--- src/rtl/ps2_frame_receiver.sv ---
// PS/2 front end: pin synchronisers, clock de-glitch filter, 11-bit frame deframer with timeout.
// Optional F0/E0 prefix folding is enabled by defining PS2_BREAK_DECODE_EN.
`timescale 1ns/1ps
module ps2_frame_receiver #(
    parameter int SYNC_STAGES = 2,
    parameter int FILTER_LEN  = 8,
    parameter int TIMEOUT_CYC = 200000
) (
    input  logic       clk100MHz_i,
    input  logic       resetN_i,
    input  logic       clkIn_i,
    input  logic       dIn_i,
    output logic [7:0] scanCode_o,
    output logic       codeValid_o,
    output logic       parityErr_o,
    output logic       frameErr_o,
    output logic       busy_o,
    output logic       keyRelease_o,
    output logic       extended_o
);
    localparam int FW = $clog2(FILTER_LEN + 1);
    localparam int TW = $clog2(TIMEOUT_CYC + 1);
    localparam logic [FW-1:0] FILT_LAST = FW'(FILTER_LEN - 1);
    localparam logic [TW-1:0] TO_LAST   = TW'(TIMEOUT_CYC - 1);
    localparam logic [TW-1:0] TO_FULL   = TW'(TIMEOUT_CYC);

    typedef enum logic [1:0] {ST_IDLE, ST_DATA, ST_PARITY, ST_STOP} state_t;

    state_t                 state_q, state_d;
    logic [SYNC_STAGES-1:0] clk_sync_q, dat_sync_q;
    logic                   filt_q, filt_d, filt_prev_q;
    logic [FW-1:0]          fcnt_q, fcnt_d;
    logic [TW-1:0]          to_cnt_q, to_cnt_d;
    logic [3:0]             bit_cnt_q, bit_cnt_d;
    logic [7:0]             shreg_q, shreg_d;
    logic                   par_q, par_d;
    logic [7:0]             scan_code_q, scan_code_d;
    logic                   code_valid_q, code_valid_d;
    logic                   parity_err_q, parity_err_d;
    logic                   frame_err_q, frame_err_d;
    logic                   good_byte, frame_drop;
    logic                   clk_s, dat_s, fall_edge;

    assign clk_s     = clk_sync_q[SYNC_STAGES-1];
    assign dat_s     = dat_sync_q[SYNC_STAGES-1];
    assign fall_edge = filt_prev_q & ~filt_q;

    // Filtered clock only moves after FILTER_LEN consecutive disagreeing samples.
    always_comb begin
        filt_d = filt_q;
        fcnt_d = '0;
        if (clk_s != filt_q) begin
            if (fcnt_q == FILT_LAST) begin
                filt_d = clk_s;
            end else begin
                fcnt_d = fcnt_q + 1'b1;
            end
        end
    end

    always_comb begin
        state_d      = state_q;
        to_cnt_d     = to_cnt_q;
        bit_cnt_d    = bit_cnt_q;
        shreg_d      = shreg_q;
        par_d        = par_q;
        parity_err_d = 1'b0;
        frame_err_d  = 1'b0;
        good_byte    = 1'b0;
        if (state_q == ST_IDLE) begin
            to_cnt_d = '0;
            if (fall_edge && !dat_s) begin
                state_d   = ST_DATA;
                bit_cnt_d = '0;
            end
        end else if (fall_edge) begin
            to_cnt_d = '0;
            case (state_q)
                ST_DATA: begin
                    shreg_d   = {dat_s, shreg_q[7:1]};
                    bit_cnt_d = bit_cnt_q + 1'b1;
                    if (bit_cnt_q == 4'd7) state_d = ST_PARITY;
                end
                ST_PARITY: begin
                    par_d   = dat_s;
                    state_d = ST_STOP;
                end
                ST_STOP: begin
                    state_d = ST_IDLE;
                    if (!dat_s) begin
                        frame_err_d = 1'b1;
                    end else if (!(^{shreg_q, par_q})) begin
                        parity_err_d = 1'b1;
                    end else begin
                        good_byte = 1'b1;
                    end
                end
                default: state_d = ST_IDLE;
            endcase
        end else if (to_cnt_q == TO_LAST) begin
            // PS/2 clock stalled mid-frame: abandon the partial byte.
            to_cnt_d    = TO_FULL;
            state_d     = ST_IDLE;
            frame_err_d = 1'b1;
        end else begin
            to_cnt_d = to_cnt_q + 1'b1;
        end
    end

    assign frame_drop = parity_err_d | frame_err_d;

`ifdef PS2_BREAK_DECODE_EN
    logic rel_pend_q, rel_pend_d, ext_pend_q, ext_pend_d;
    logic key_rel_q, key_rel_d, ext_flag_q, ext_flag_d;

    always_comb begin
        rel_pend_d   = rel_pend_q;
        ext_pend_d   = ext_pend_q;
        key_rel_d    = key_rel_q;
        ext_flag_d   = ext_flag_q;
        code_valid_d = 1'b0;
        scan_code_d  = scan_code_q;
        if (frame_drop) begin
            rel_pend_d = 1'b0;
            ext_pend_d = 1'b0;
        end else if (good_byte) begin
            if (shreg_q == 8'hF0) begin
                rel_pend_d = 1'b1;
            end else if (shreg_q == 8'hE0) begin
                ext_pend_d = 1'b1;
            end else begin
                code_valid_d = 1'b1;
                scan_code_d  = shreg_q;
                key_rel_d    = rel_pend_q;
                ext_flag_d   = ext_pend_q;
                rel_pend_d   = 1'b0;
                ext_pend_d   = 1'b0;
            end
        end
    end

    always_ff @(posedge clk100MHz_i or negedge resetN_i) begin
        if (!resetN_i) begin
            rel_pend_q <= 1'b0;
            ext_pend_q <= 1'b0;
            key_rel_q  <= 1'b0;
            ext_flag_q <= 1'b0;
        end else begin
            rel_pend_q <= rel_pend_d;
            ext_pend_q <= ext_pend_d;
            key_rel_q  <= key_rel_d;
            ext_flag_q <= ext_flag_d;
        end
    end

    assign keyRelease_o = key_rel_q;
    assign extended_o   = ext_flag_q;
`else
    always_comb begin
        code_valid_d = good_byte;
        scan_code_d  = good_byte ? shreg_q : scan_code_q;
    end

    assign keyRelease_o = 1'b0;
    assign extended_o   = 1'b0;
`endif

    always_ff @(posedge clk100MHz_i or negedge resetN_i) begin
        if (!resetN_i) begin
            state_q      <= ST_IDLE;
            clk_sync_q   <= '1;
            dat_sync_q   <= '1;
            filt_q       <= 1'b1;
            filt_prev_q  <= 1'b1;
            fcnt_q       <= '0;
            to_cnt_q     <= '0;
            bit_cnt_q    <= '0;
            shreg_q      <= '0;
            par_q        <= 1'b0;
            scan_code_q  <= '0;
            code_valid_q <= 1'b0;
            parity_err_q <= 1'b0;
            frame_err_q  <= 1'b0;
        end else begin
            state_q      <= state_d;
            clk_sync_q   <= {clk_sync_q[SYNC_STAGES-2:0], clkIn_i};
            dat_sync_q   <= {dat_sync_q[SYNC_STAGES-2:0], dIn_i};
            filt_q       <= filt_d;
            filt_prev_q  <= filt_q;
            fcnt_q       <= fcnt_d;
            to_cnt_q     <= to_cnt_d;
            bit_cnt_q    <= bit_cnt_d;
            shreg_q      <= shreg_d;
            par_q        <= par_d;
            scan_code_q  <= scan_code_d;
            code_valid_q <= code_valid_d;
            parity_err_q <= parity_err_d;
            frame_err_q  <= frame_err_d;
        end
    end

    assign scanCode_o  = scan_code_q;
    assign codeValid_o = code_valid_q;
    assign parityErr_o = parity_err_q;
    assign frameErr_o  = frame_err_q;
    assign busy_o      = (state_q != ST_IDLE);
endmodule
--- config.mk ---
export PLATFORM = sky130hd
export DESIGN_NAME = ps2_frame_receiver
export DESIGN_NICKNAME = d
export VERILOG_FILES = /design/src/rtl/ps2_frame_receiver.sv
export SDC_FILE = /design/constraint.sdc
export NUM_CORES = 1
export LEC_CHECK = 0
export BUFFER_PORTS_ARGS = -buffer_cell sky130_fd_sc_hd__buf_2
export CAP_MARGIN = 0
export CORE_MARGIN = 2
export CORE_UTILIZATION = 33
export CTS_BUF_LIST = sky130_fd_sc_hd__clkbuf_8 sky130_fd_sc_hd__clkbuf_16
export DETAILED_ROUTE_END_ITERATION = 12
export GPL_ROUTABILITY_DRIVEN = 0
export GPL_TIMING_DRIVEN = 0
export HOLD_SLACK_MARGIN = 0.05
export PLACE_DENSITY = 0.56
export SYNTH_ARGS = -nofsm -noshare
export SYNTH_HDL_FRONTEND = slang
export SYNTH_SLANG_ARGS = --single-unit
export TNS_END_PERCENT = 50
--- constraint.sdc ---
create_clock -name clk100MHz_i -period 2.9 [get_ports clk100MHz_i]
set_clock_uncertainty 0.2 [all_clocks]
set_input_delay 0.58 -clock clk100MHz_i [delete_from_list [all_inputs] [get_ports clk100MHz_i]]
set_output_delay 0.58 -clock clk100MHz_i [all_outputs]
set_load 0.05 [all_outputs]
## After elaboration in Yosys (flattened, before gate mapping)

Cells that the tools add are included.

| storage, ports and cells | value |
|---|---|
| bits in latches | 0 |
| memory bits (writable) | 0 |
| bits in registers | 54 |
| logic and storage cells | 72 |
| ROM bits | 0 |
| memories | 0 |
| output and inout bits | 14 |

| cells by class | value |
|---|---|
| $add $sub $neg | 3 |
| div/mod/pow operators | 0 |
| magnitude comparators | 0 |
| equality and inequality tests | 9 |
| multiplexer cells | 30 |
| reduce and logical (&&, ||, !) cells | 13 |
| shifts and indexed selects | 0 |
| bitwise operators | 3 |
| multiply operators | 0 |

Operator list:

| operator | number |
|---|---|
| 2-to-1 mux 18 bit | 3 |
| 2-to-1 mux 4 bit | 6 |
| adder 18 x 1 -> 18 bit (second input constant) | 1 |
| == test 18 bit (second input constant) | 1 |
| 2-to-1 mux 1 bit | 15 |
| AND reduction 3 bit | 4 |
| 2-to-1 mux 2 bit | 5 |
| parity 9 bit | 1 |
| adder 4 x 1 -> 4 bit (second input constant) | 2 |
| == test 4 x 3 -> 1 bit (second input constant) | 2 |
| nonzero test 2 bit | 3 |
| == test 2 bit (second input constant) | 2 |
| inequality test 4 bit (second input constant) | 1 |
| case mux 2 bit (2 select lines) | 1 |
| nonzero test 3 bit | 1 |
| == test 2 x 1 -> 1 bit (second input constant) | 1 |
| zero test 2 bit | 1 |
| inequality test 2 x 1 -> 1 bit (second input constant) | 1 |
| inverter 1 bit | 2 |
| AND reduction 2 bit | 1 |
| bitwise AND 1 bit | 1 |
| logical AND 1 bit | 1 |
| zero test 1 bit | 1 |
| inequality test 1 bit | 1 |

## Depth between registers and ports, before layout

Gate-level depths: netlist of run 1.

| logic depth | value |
|---|---|
| depth after elaboration | 6 |
| depth in mapped cells | 7 |

## Worst setup path before layout of run 1

OpenSTA, ideal clock, no wires.

| timing | value |
|---|---|
| path type | reg2reg |
| start point | reg shreg_q[2] |
| end point | reg scan_code_q[0] (netlist: scanCode_o[0]) |
| arrival | 1724 ps |
| period minus slack after synthesis | 2049 ps |
| stages on the path, launching flop included | 6 |
| library setup time | 125 ps |
| slack | 851 ps |
| required time | 2575 ps |
| cells stage by stage | dfrtp_1 > xnor2_1 > xnor2_1 > xnor2_2 > mux2i_4 > mux2_2 |

| on the way | value |
|---|---|
| cells in the longest elaborated chain, start to end | 6 |

Ends and longest elaborated chain:

| item | RTL line | text |
|---|---|---|
| start: declaration | 35 | `logic [7:0] shreg_q, shreg_d;` |
| start signal: assignment | 193 | `shreg_q <= shreg_d;` |
| parity 9 bit | 92 | `end else if (!(^{shreg_q, par_q})) begin` |
| 2-to-1 mux 1 bit | 92 |  |
| 2-to-1 mux 1 bit | 90 | `if (!dat_s) begin` |
| 2-to-1 mux 1 bit | 78 | `case (state_q)` |
| 2-to-1 mux 1 bit | 76 | `end else if (fall_edge) begin` |
| 2-to-1 mux 1 bit | 70 | `if (state_q == ST_IDLE) begin` |
| named net code_valid_d | 38 | `logic code_valid_q, code_valid_d;` |
| end signal: assignment | 195 | `scan_code_q <= scan_code_d;` |
| end: declaration | 37 | `logic [7:0] scan_code_q, scan_code_d;` |

The timed path passes the listed nets, and every way through them passes these cells.
A chain may end at the register's enable or synchronous reset.

## Final worst setup path of run 1

| timing | value |
|---|---|
| start point | reg filt_prev_q |
| end point | reg shreg_q[2] |

| on the way | value |
|---|---|
| cells in the longest elaborated chain, start to end | 2 |

Ends and longest elaborated chain:

| item | RTL line | text |
|---|---|---|
| start: declaration | 31 | `logic filt_q, filt_d, filt_prev_q;` |
| start signal: assignment | 189 | `filt_prev_q <= filt_q;` |
| bitwise AND 1 bit | 46 | `assign fall_edge = filt_prev_q & ~filt_q;` |
| AND reduction 3 bit (no source line) | n/a |  |

Every way passes these cells.

==> flow_metrics.py, run 1 <==
metrics = {
    "run_status": {
        "status": "complete, no violations",
    },
    "finish": {
        "commonest_non_fill_non_tap_cell_in_the_layout": "sky130_fd_sc_hd__dfrtp_1",
        "final_layout_size_suffix_gt1_share_pct": 19.3,
        "syn_to_layout_area_delta_pct": 11.8,
        "num-fill-cells": 743,
        "most-common-layout-cells": "48 x sky130_fd_sc_hd__dfrtp_1, 25 x sky130_fd_sc_hd__nor2_1, 22 x sky130_fd_sc_hd__nand2_1",
        "antennaDiodeCount": 0,
        "num-nets-final": 259,
    },
    "yosys": {
        "syn-cell-area_um2": 2470,
        "synth-seq-cells": 54,
        "synth_area_leaders": "sky130_fd_sc_hd__dfrtp_1 49%, sky130_fd_sc_hd__mux2_2 7.3%, sky130_fd_sc_hd__dfstp_2 6.4%",
        "synthDistinctLibCells": 34,
        "synth_largest_type_area_fraction_pct": 48.6,
        "avg_cell_area_syn_um2": 11.0,
        "synthDominantAreaCellType": "sky130_fd_sc_hd__dfrtp_1",
        "number_of_instances_in_the_synthesized_netlist": 225,
        "yosysWarnings": 0,
        "synth_sequential_area_ratio_pct": 55.0,
    },
    "grt": {
        "grt_antenna_before_repair": 0,
        "first_pass_grt_wire_length_mm": 7.25,
        "grt_max_degree": 55,
        "grt_pass1_vias": 1603,
        "global_routing_usage_summed_across_all_routing_layers_pct": 10.7,
        "gr-total-overflow": 0,
    },
    "power_and_ir_drop": {
        "ir_drop_mv": 0.194,
        "design_power_total_mw": 2.09,
        "total_leakage_power_nw": 1.30,
        "power.density_cell_area_nw_per_um2": 754,
    },
    "sta": {
        "slew_at_the_pin_with_the_worst_max_slew_slack_ns": 1.18,
        "final-max-slew-violation-count": 0,
        "finalSetupViolations": 0,
        "rsz0062_at_grt": "no",
        "min_period_over_period_pct": 82.2,
        "setup_tns_ns": 0,
        "maxClockFrequency_mhz": 419,
        "fin_crit_ns": 2.38,
        "hold_viol": 0,
        "relative_slew_slack_pct": 21.2,
    },
    "detailed_routing": {
        "via_per_inst": 4.60,
        "detailedRoute.firstIterationViolations": 66,
        "drt_first_pass_iters": 4,
        "finalWirelength_mm": 4.10,
        "drc": 0,
        "route.antenna.remaining_nets": 0,
        "via_total_after_detailed_routing": 1600,
        "avgRoutedWirePerCell_um": 11.8,
    },
    "setup_path": {
        "crit_fanout": 9,
        "setup.worst_path.end_class": "register",
        "critical_path.cell_chain": "nor2b_1 -> clkbuf_1 -> nand2_1 -> nor2_1 -> mux2_2",
        "path_delay_family": "simple AND/OR/NAND/NOR gates",
        "cp_num_buf_inv": 1,
        "criticalPathCategory": "reg2reg",
        "timing.critical_path.slowest_stage_cell": "sky130_fd_sc_hd__nor2_1",
        "startpoint_type": "register",
        "worstPathArrival_ns": 2.37,
        "cp.required_ns": 2.89,
        "cp_slowest_stage_delay_ns": 0.58,
    },
    "floorplanning": {
        "chipWidth_um": 90.5,
        "ioPinCount": 18,
        "die_h_um": 90.5,
        "rows": 31,
        "floorplan.initialDensity_pct": 34.1,
        "die_area_um2": 8200,
        "coreArea_um2": 7250,
    },
    "job": {
        "cap_violations": 0,
    },
    "clock_network": {
        "cts.htree.levels": 2,
        "cts.sinks": 54,
        "cts_setup_buffers": 0,
        "clkLatencyLatePin_ns": 0.30,
        "cts_made_buffers": 5,
        "cts-hold-fix-buffers": 0,
        "tritoncts": "built",
        "clkTransAtPathRegs_ns": 0.10,
        "cts-root-to-sink-buffers": 2,
        "post_cts_resize_count": 0,
        "root_buffer": "sky130_fd_sc_hd__clkbuf_8",
    },
    "placement": {
        "port_buffer_count": 15,
        "place.detailed.hpwl_mm": 2.85,
    },
    "min_path": {
        "hold_class": "reg2reg",
    },
}
power breakdown:
group	switching, mW	internal, mW	leakage (nW)	total (mW)
clock network	0.228	0.188	0.0538	0.417
registers	0.113	0.885	0.701	0.998
logic	0.397	0.274	0.541	0.670
total	0.738	1.35	1.30	2.09
worst register-to-register path: cells and delay by family (launching register included):
family | cells | cell delay, ns
buffers and inverters | 1 | 0.29
AND/OR/NAND/NOR | 3 | 0.85
flip-flops | 1 | 0.53
multiplexers | 1 | 0.42
cell type report:
cell class                 count  area [um^2]  share of cell area [%]
timing repair buffer          15         75.1                    2.72
multi-input combinational    159         1060                    38.3
inverter                       6         22.5                   0.815
buffer                         7         35.0                    1.27
sequential                    54         1360                    49.2
tap                           99          124                    4.48
clock buffer                   6         82.6                    2.99
clock inverter                 2         7.51                   0.272
through the flow:
| step | utilization, % | cells | hold slack (ns) | setup WS, ns | cell area [um^2] |
|---|---|---|---|---|---|
| 2_1_floorplan | - | 226 | 0.0844 | 0.851 | 2470 |
| 3_3_place_gp | 36.9 | 340 | 0.147 | 0.511 | 2670 |
| 3_5_place_dp | 36.9 | 340 | 0.149 | 0.445 | 2670 |
| 4_1_cts | 38.1 | 348 | 0.161 | 0.438 | 2760 |
| 5_1_grt | 38.1 | 348 | 0.150 | 0.316 | 2760 |
| 6_report | 38.1 | 348 | 0.152 | 0.516 | 2760 |
path summary, 6_finish.rpt:
kind	from	endpoint	cells past startpoint	slack (ns)
min in group asynchronous	resetN_i	parityErr_o$_DFF_PN0_	1	0.31
worst min register to register	dat_sync_q[0]$_DFF_PN1_	dat_sync_q[1]$_DFF_PN1_	0	0.15
worst min-delay path	dat_sync_q[0]$_DFF_PN1_	dat_sync_q[1]$_DFF_PN1_	0	0.15
worst max register to register	filt_prev_q$_DFF_PN1_	shreg_q[2]$_DFFE_PN0P_	5	0.52
worst max-delay path	filt_prev_q$_DFF_PN1_	shreg_q[2]$_DFFE_PN0P_	5	0.52
max in group asynchronous	resetN_i	to_cnt_q[15]$_DFF_PN0_	1	1.47
cell families (layout without fill, tap and decap cells):
family	after synthesis	in the layout	share of synthesized area [%]
compound gates	23	23	5.22
xor+xnor	25	25	9.16
fa+ha+maj	7	7	3.54
buf+inv	13	36	2.33
flops	54	54	55.0
mux	18	18	8.61
other cells	1	2	0.152
simple gates	84	84	16.0
metal layers:
layer,vias up,routed length (um),GRT usage [%]
li1,804,-,-
met1,775,2010,13.7
met2,15,1930,17.9
met3,6,96,2.34
met4,0,66,3.85
met5,-,0,0
cells in the mapped netlist:
cell                        n
sky130_fd_sc_hd__ha_1       7
sky130_fd_sc_hd__mux2_2    16
sky130_fd_sc_hd__dfstp_2    6
sky130_fd_sc_hd__and3_1     5
sky130_fd_sc_hd__o31ai_1    1
sky130_fd_sc_hd__nor2_1    25
sky130_fd_sc_hd__o21ai_0   11
sky130_fd_sc_hd__nor2b_1    3
sky130_fd_sc_hd__xor2_1    12
sky130_fd_sc_hd__nand3_1    9
sky130_fd_sc_hd__or3_1      2
sky130_fd_sc_hd__and4_1     1
sky130_fd_sc_hd__mux2i_4    1
sky130_fd_sc_hd__nand2b_1   1
sky130_fd_sc_hd__nor3_1     7
sky130_fd_sc_hd__clkbuf_1   4
sky130_fd_sc_hd__nor4_1     1
sky130_fd_sc_hd__o2bb2a_1   1
sky130_fd_sc_hd__nand2_1   22
sky130_fd_sc_hd__a22o_1     1
sky130_fd_sc_hd__inv_1      6
sky130_fd_sc_hd__conb_1     1
sky130_fd_sc_hd__a21oi_1    7
sky130_fd_sc_hd__nand3b_1   1
sky130_fd_sc_hd__xnor2_1   12
sky130_fd_sc_hd__xnor2_2    1
sky130_fd_sc_hd__or4b_1     1
sky130_fd_sc_hd__a31oi_1    2
sky130_fd_sc_hd__buf_2      1
sky130_fd_sc_hd__or2_1      1
sky130_fd_sc_hd__buf_4      2
sky130_fd_sc_hd__nand4_1    5
sky130_fd_sc_hd__dfrtp_1   48
sky130_fd_sc_hd__mux2i_1    1
registers in the layout, indices dropped and copies added (netlist names):
register and cells:
to_cnt_q 18, scanCode_o 8, shreg_q 8, bit_cnt_q 4
fcnt_q 4, clk_sync_q 2, dat_sync_q 2, state_q 2
codeValid_o 1, filt_prev_q 1, filt_q 1, frameErr_o 1
par_q 1, parityErr_o 1
No activity file was read; power rests on OpenSTA's default activity.
==> inputs of run 2 (changes only) <==
clock period = 2.3 ns   (was 2.9 ns; I/O delays follow)
==> flow_metrics.py, run 2 (synthesis gave the netlist of run 1 again) <==
metrics = {
    "run_status": {
        "status": "complete, no violations",
    },
    "sta": {
        "holdWs_ns": 0.152,
        "hold_viol": 0,
        "fin_ws_ns": 0.0651,
        "finalSetupViolations": 0,
        "maxClockFrequency_mhz": 447,
        "fin_crit_ns": 2.23,
        "min_period_over_period_pct": 97.2,
        "relative_slew_slack_pct": 21.0,
        "final-max-slew-violation-count": 0,
        "slew_at_the_pin_with_the_worst_max_slew_slack_ns": 1.18,
    },
    "finish": {
        "register_name_with_the_most_flops": "to_cnt_q",
        "most-common-layout-cells": "47 x sky130_fd_sc_hd__dfrtp_1, 24 x sky130_fd_sc_hd__nor2_1, 22 x sky130_fd_sc_hd__nand2_1",
        "antennaDiodeCount": 0,
        "num-nets-final": 264,
        "commonest_non_fill_non_tap_cell_in_the_layout": "sky130_fd_sc_hd__dfrtp_1",
        "final_layout_size_suffix_gt1_share_pct": 24.8,
        "instances_no_fill": 353,
        "syn_to_layout_area_delta_pct": 16.3,
        "largest_register_ff_count": 18,
        "num-fill-cells": 734,
        "final_util_pct": 39.6,
    },
    "setup_path": {
        "crit_fanout": 8,
        "startpoint_type": "register",
        "cp.required_ns": 2.29,
        "critical_path.cell_chain": "xnor2_2 -> xnor2_2 -> xnor2_2 -> mux2i_4 -> mux2_2",
        "worstPathArrival_ns": 2.23,
        "setup.worst_path.end_class": "register",
        "timing.critical_path.slowest_stage_cell": "sky130_fd_sc_hd__dfrtp_1",
        "cpMostUsedCell": "sky130_fd_sc_hd__xnor2_2",
        "criticalPathCategory": "reg2reg",
        "cp_slowest_stage_delay_ns": 0.44,
    },
    "floorplanning": {
        "rows": 31,
        "floorplan.initialDensity_pct": 34.1,
        "die_area_um2": 8200,
        "ioPinCount": 18,
        "coreArea_um2": 7250,
        "die_h_um": 90.5,
        "chipWidth_um": 90.5,
    },
    "clock_network": {
        "tritoncts": "built",
        "cts-root-to-sink-buffers": 2,
        "clkLatencyLatePin_ns": 0.31,
        "cts_made_buffers": 5,
        "root_buffer": "sky130_fd_sc_hd__clkbuf_8",
        "clkTransAtPathRegs_ns": 0.10,
        "cts.htree.levels": 2,
        "cts.sinks": 54,
    },
    "grt": {
        "grt_pass1_vias": 1612,
        "global_routing_usage_summed_across_all_routing_layers_pct": 10.9,
        "gr-total-overflow": 0,
        "first_pass_grt_wire_length_mm": 7.32,
        "grt_antenna_before_repair": 0,
        "grt_max_degree": 55,
    },
    "power_and_ir_drop": {
        "design_power_total_mw": 2.72,
        "power.density_cell_area_nw_per_um2": 946,
        "total_leakage_power_nw": 1.34,
        "ir_drop_mv": 0.248,
    },
    "placement": {
        "numPlacedInstances": 340,
        "post-place-ws_ns": -0.155,
        "port_buffer_count": 15,
        "place.detailed.hpwl_mm": 2.85,
    },
    "detailed_routing": {
        "drc": 0,
        "via_total_after_detailed_routing": 1644,
        "avgRoutedWirePerCell_um": 12.1,
        "route.antenna.remaining_nets": 0,
        "detailedRoute.firstIterationViolations": 81,
        "finalWirelength_mm": 4.27,
        "drt_first_pass_iters": 4,
        "via_per_inst": 4.66,
    },
    "job": {
        "cap_violations": 0,
    },
    "min_path": {
        "hold_class": "reg2reg",
    },
}
## run 2: cell count changes in the layout (fill, tap and decap cells not counted), moves of 2 or more
cell / delta
sky130_fd_sc_hd__buf_4: +4
sky130_fd_sc_hd__clkbuf_1: -2
sky130_fd_sc_hd__dlygate4sd3_1: +2
sky130_fd_sc_hd__xnor2_1: -5
sky130_fd_sc_hd__xnor2_2: +5
## run 2: critical path, delay by kind of cell (launching register included)
family / cells / cell delay, ns
multiplexers: 2 / 0.82
XOR/XNOR: 3 / 0.66
flip-flops: 1 / 0.44
## run 2: path summary, 6_finish.rpt
kind	from	end	slack (ns)	cells after the start
max	shreg_q[1]$_DFFE_PN0P_	scanCode_o[1]$_DFFE_PN0P_	0.07	5
min	dat_sync_q[0]$_DFF_PN1_	dat_sync_q[1]$_DFF_PN1_	0.15	0
max reg2reg	shreg_q[1]$_DFFE_PN0P_	scanCode_o[1]$_DFFE_PN0P_	0.07	5
min reg2reg	dat_sync_q[0]$_DFF_PN1_	dat_sync_q[1]$_DFF_PN1_	0.15	0
max in group asynchronous	resetN_i	shreg_q[6]$_DFFE_PN0P_	0.93	1
min in group asynchronous	resetN_i	parityErr_o$_DFF_PN0_	0.19	1
## run 2: per-layer routing
| layer | GRT usage (%) | up-vias | share of wire (%) |
|---|---|---|---|
| met1 | 14.0 | 800 | 48 |
| met3 | 2.34 | 8 | 2.1 |
| met4 | 3.85 | 0 | 2.0 |
| met2 | 18.0 | 18 | 48 |
| li1 | - | 818 | - |
| met5 | 0 | - | 0 |
## run 2: cell type report
class	instances	area [um^2]	share of cell area (%)
plain buffers	6	32.5	1.13
clock buffers	6	82.6	2.87
clock inverters	2	7.51	0.261
inverters	6	22.5	0.784
multi-input cells	159	1120	39.0
flip-flops and latches	54	1360	47.3
well taps	99	124	4.31
repair buffers	21	125	4.35
## run 2: per-stage QoR
step	setup TNS, ns	cell area (um^2)
floorplan	0	2470
global placement	-0.611	2670
detailed placement	-1.00	2670
CTS	0	2790
global route	-0.170	2870
finish	0	2870
## run 2: repair_timing
item                       in CTS  in global routing
setup endpoints to repair       7                 26
hold buffers                    2                  0
pin swaps                       0                  2
gates resized for setup         1                 12
buffers inserted                0                  4
hold endpoints to repair        2                  0
## run 2: power breakdown
part	switching [mW]	leakage (nW)	internal, mW	total (mW)
combinational	0.528	0.584	0.401	0.930
sequential	0.148	0.700	1.12	1.27
clock	0.286	0.0538	0.237	0.524
==> inputs of run 3 (changes only) <==
REMOVE_ABC_BUFFERS = 1   (was unset)
==> flow_metrics.py, run 3 (synthesis gave the netlist of run 1 again) <==
metrics = {
    "finish": {
        "register_name_with_the_most_flops": "to_cnt_q",
        "antennaDiodeCount": 0,
        "num-fill-cells": 723,
        "syn_to_layout_area_delta_pct": 13.2,
        "most-common-layout-cells": "48 x sky130_fd_sc_hd__dfrtp_1, 24 x sky130_fd_sc_hd__nor2_1, 22 x sky130_fd_sc_hd__nand2_1",
        "final_layout_size_suffix_gt1_share_pct": 21.7,
        "seq_area_um2": 1360,
        "num-nets-final": 254,
        "design_area_um2": 2800,
        "commonest_non_fill_non_tap_cell_in_the_layout": "sky130_fd_sc_hd__dfrtp_1",
        "largest_register_ff_count": 18,
        "multiInputGateArea_um2": 1110,
    },
    "setup_path": {
        "setup.worst_path.end_class": "register",
        "criticalPathCategory": "reg2reg",
        "critical_path.cell_chain": "xnor2_2 -> xnor2_1 -> xnor2_2 -> mux2i_4 -> mux2_2",
        "r2r_slack_ns": 0.04,
        "reg2reg_depth": 5,
        "crit_fanout": 8,
        "worst_setup_path_endpoint": "scanCode_o[4]$_DFFE_PN0P_",
        "cp.required_ns": 2.30,
        "r2r_start": "shreg_q[2]$_DFFE_PN0P_",
        "cp_num_buf_inv": 0,
        "cp_slowest_stage_delay_ns": 0.45,
        "timing.critical_path.slowest_stage_cell": "sky130_fd_sc_hd__mux2i_4",
        "path_delay_family": "multiplexers",
        "crit-reg2reg-capture": "scanCode_o[4]$_DFFE_PN0P_",
        "critical_path.startpoint": "shreg_q[2]$_DFFE_PN0P_",
        "worstPathArrival_ns": 2.26,
        "path_depth": 5,
        "cpMostUsedCell": "sky130_fd_sc_hd__xnor2_2",
        "startpoint_type": "register",
    },
    "power_and_ir_drop": {
        "power.density_cell_area_nw_per_um2": 964,
        "total_leakage_power_nw": 1.29,
        "design_power_total_mw": 2.70,
        "ir_drop_mv": 0.267,
    },
    "clock_network": {
        "tritoncts": "built",
        "clkTransAtPathRegs_ns": 0.09,
        "cts_made_buffers": 5,
        "cts.htree.levels": 2,
        "clkLatencyLatePin_ns": 0.31,
        "cts-root-to-sink-buffers": 2,
        "cts.sinks": 54,
        "root_buffer": "sky130_fd_sc_hd__clkbuf_8",
    },
    "detailed_routing": {
        "drt_first_pass_iters": 4,
        "detailedRoute.firstIterationViolations": 74,
        "drc": 0,
        "avgRoutedWirePerCell_um": 12.5,
        "route.antenna.remaining_nets": 0,
        "finalWirelength_mm": 4.27,
        "via_total_after_detailed_routing": 1621,
        "via_per_inst": 4.73,
    },
    "sta": {
        "rsz0062_at_grt": "yes",
        "fin_ws_ns": 0.0388,
        "relative_slew_slack_pct": 21.3,
        "hold_viol": 0,
        "maxClockFrequency_mhz": 442,
        "slew_at_the_pin_with_the_worst_max_slew_slack_ns": 1.18,
        "finalSetupViolations": 0,
        "final-max-slew-violation-count": 0,
        "fin_crit_ns": 2.26,
        "min_period_over_period_pct": 98.3,
        "holdWs_ns": 0.160,
    },
    "min_path": {
        "hold_class": "reg2reg",
    },
    "placement": {
        "place.detailed.hpwl_mm": 2.86,
        "port_buffer_count": 15,
        "post-place-ws_ns": -0.163,
        "post_dp_cell_area_um2": 2640,
    },
    "job": {
        "cap_violations": 0,
    },
    "grt": {
        "grt_pass1_vias": 1621,
        "grt_max_degree": 55,
        "global_routing_usage_summed_across_all_routing_layers_pct": 11.5,
        "grt_antenna_before_repair": 0,
        "gr-total-overflow": 0,
        "first_pass_grt_wire_length_mm": 7.75,
    },
    "floorplanning": {
        "rows": 31,
        "chipWidth_um": 90.5,
        "ioPinCount": 18,
        "die_area_um2": 8200,
        "floorplan.initialDensity_pct": 34.1,
        "die_h_um": 90.5,
        "coreArea_um2": 7250,
    },
    "run_status": {
        "status": "complete, no violations",
    },
}
## run 3: changes by cell type in the layout (fill, tap and decap cells not counted), sizes merged
| cell | before | now |
|---|---|---|
| buf | 22 | 15 |
| clkbuf | 9 | 6 |
## run 3: layout make-up
class                           instances  area share, %
Multi-Input combinational cell        159           39.6
Sequential cell                        54           48.6
Clock inverter                          2          0.268
Inverter                                6          0.805
Tap cell                               99           4.43
Timing Repair Buffer                   17           3.40
Clock buffer                            6           2.95
## run 3: worst min-delay path by stage
stage	start	end	slack, ns	depth (start not counted)
3_3_place_gp	clk_sync_q[0]$_DFF_PN1_	clk_sync_q[1]$_DFF_PN1_	0.15	0
4_1_cts	clk_sync_q[0]$_DFF_PN1_	clk_sync_q[1]$_DFF_PN1_	0.16	0
3_5_place_dp	clk_sync_q[0]$_DFF_PN1_	clk_sync_q[1]$_DFF_PN1_	0.15	0
5_1_grt	clk_sync_q[0]$_DFF_PN1_	clk_sync_q[1]$_DFF_PN1_	0.17	0
6_report	clk_sync_q[0]$_DFF_PN1_	clk_sync_q[1]$_DFF_PN1_	0.16	0
2_1_floorplan	resetN_i	bit_cnt_q[0]$_DFFE_PN0P_	-0.04	0
## run 3: where the power goes
group / internal (mW) / switching, mW / total (mW)
Combinational: 0.373 / 0.521 / 0.894
Sequential: 1.12 / 0.147 / 1.26
Clock: 0.238 / 0.301 / 0.539
Total: 1.73 / 0.970 / 2.70
## run 3: metrics by stage
stage	instances	TNS [ns]	utilization, %
after floorplan	219	0	-
after global placement	333	-1.13	36.4
after detailed placement	333	-1.37	36.4
after CTS	343	0	38.0
after global routing	343	-0.113	38.6
final	343	0	38.6
## run 3: what timing repair did
action | 4_1_cts | 5_1_grt
gates cloned | 0 | 0
setup buffers | 0 | 0
endpoints found under the setup margin | 15 | 29
hold buffers | 2 | 0
gates resized for setup | 3 | 6
hold endpoints to repair | 2 | 0
## run 3: metal layers
layer | global-route usage, % | part of all wire (%)
met2 | 18.8 | 49
met3 | 2.34 | 1.9
met4 | 4.62 | 1.4
met5 | 0 | 0
met1 | 14.9 | 48
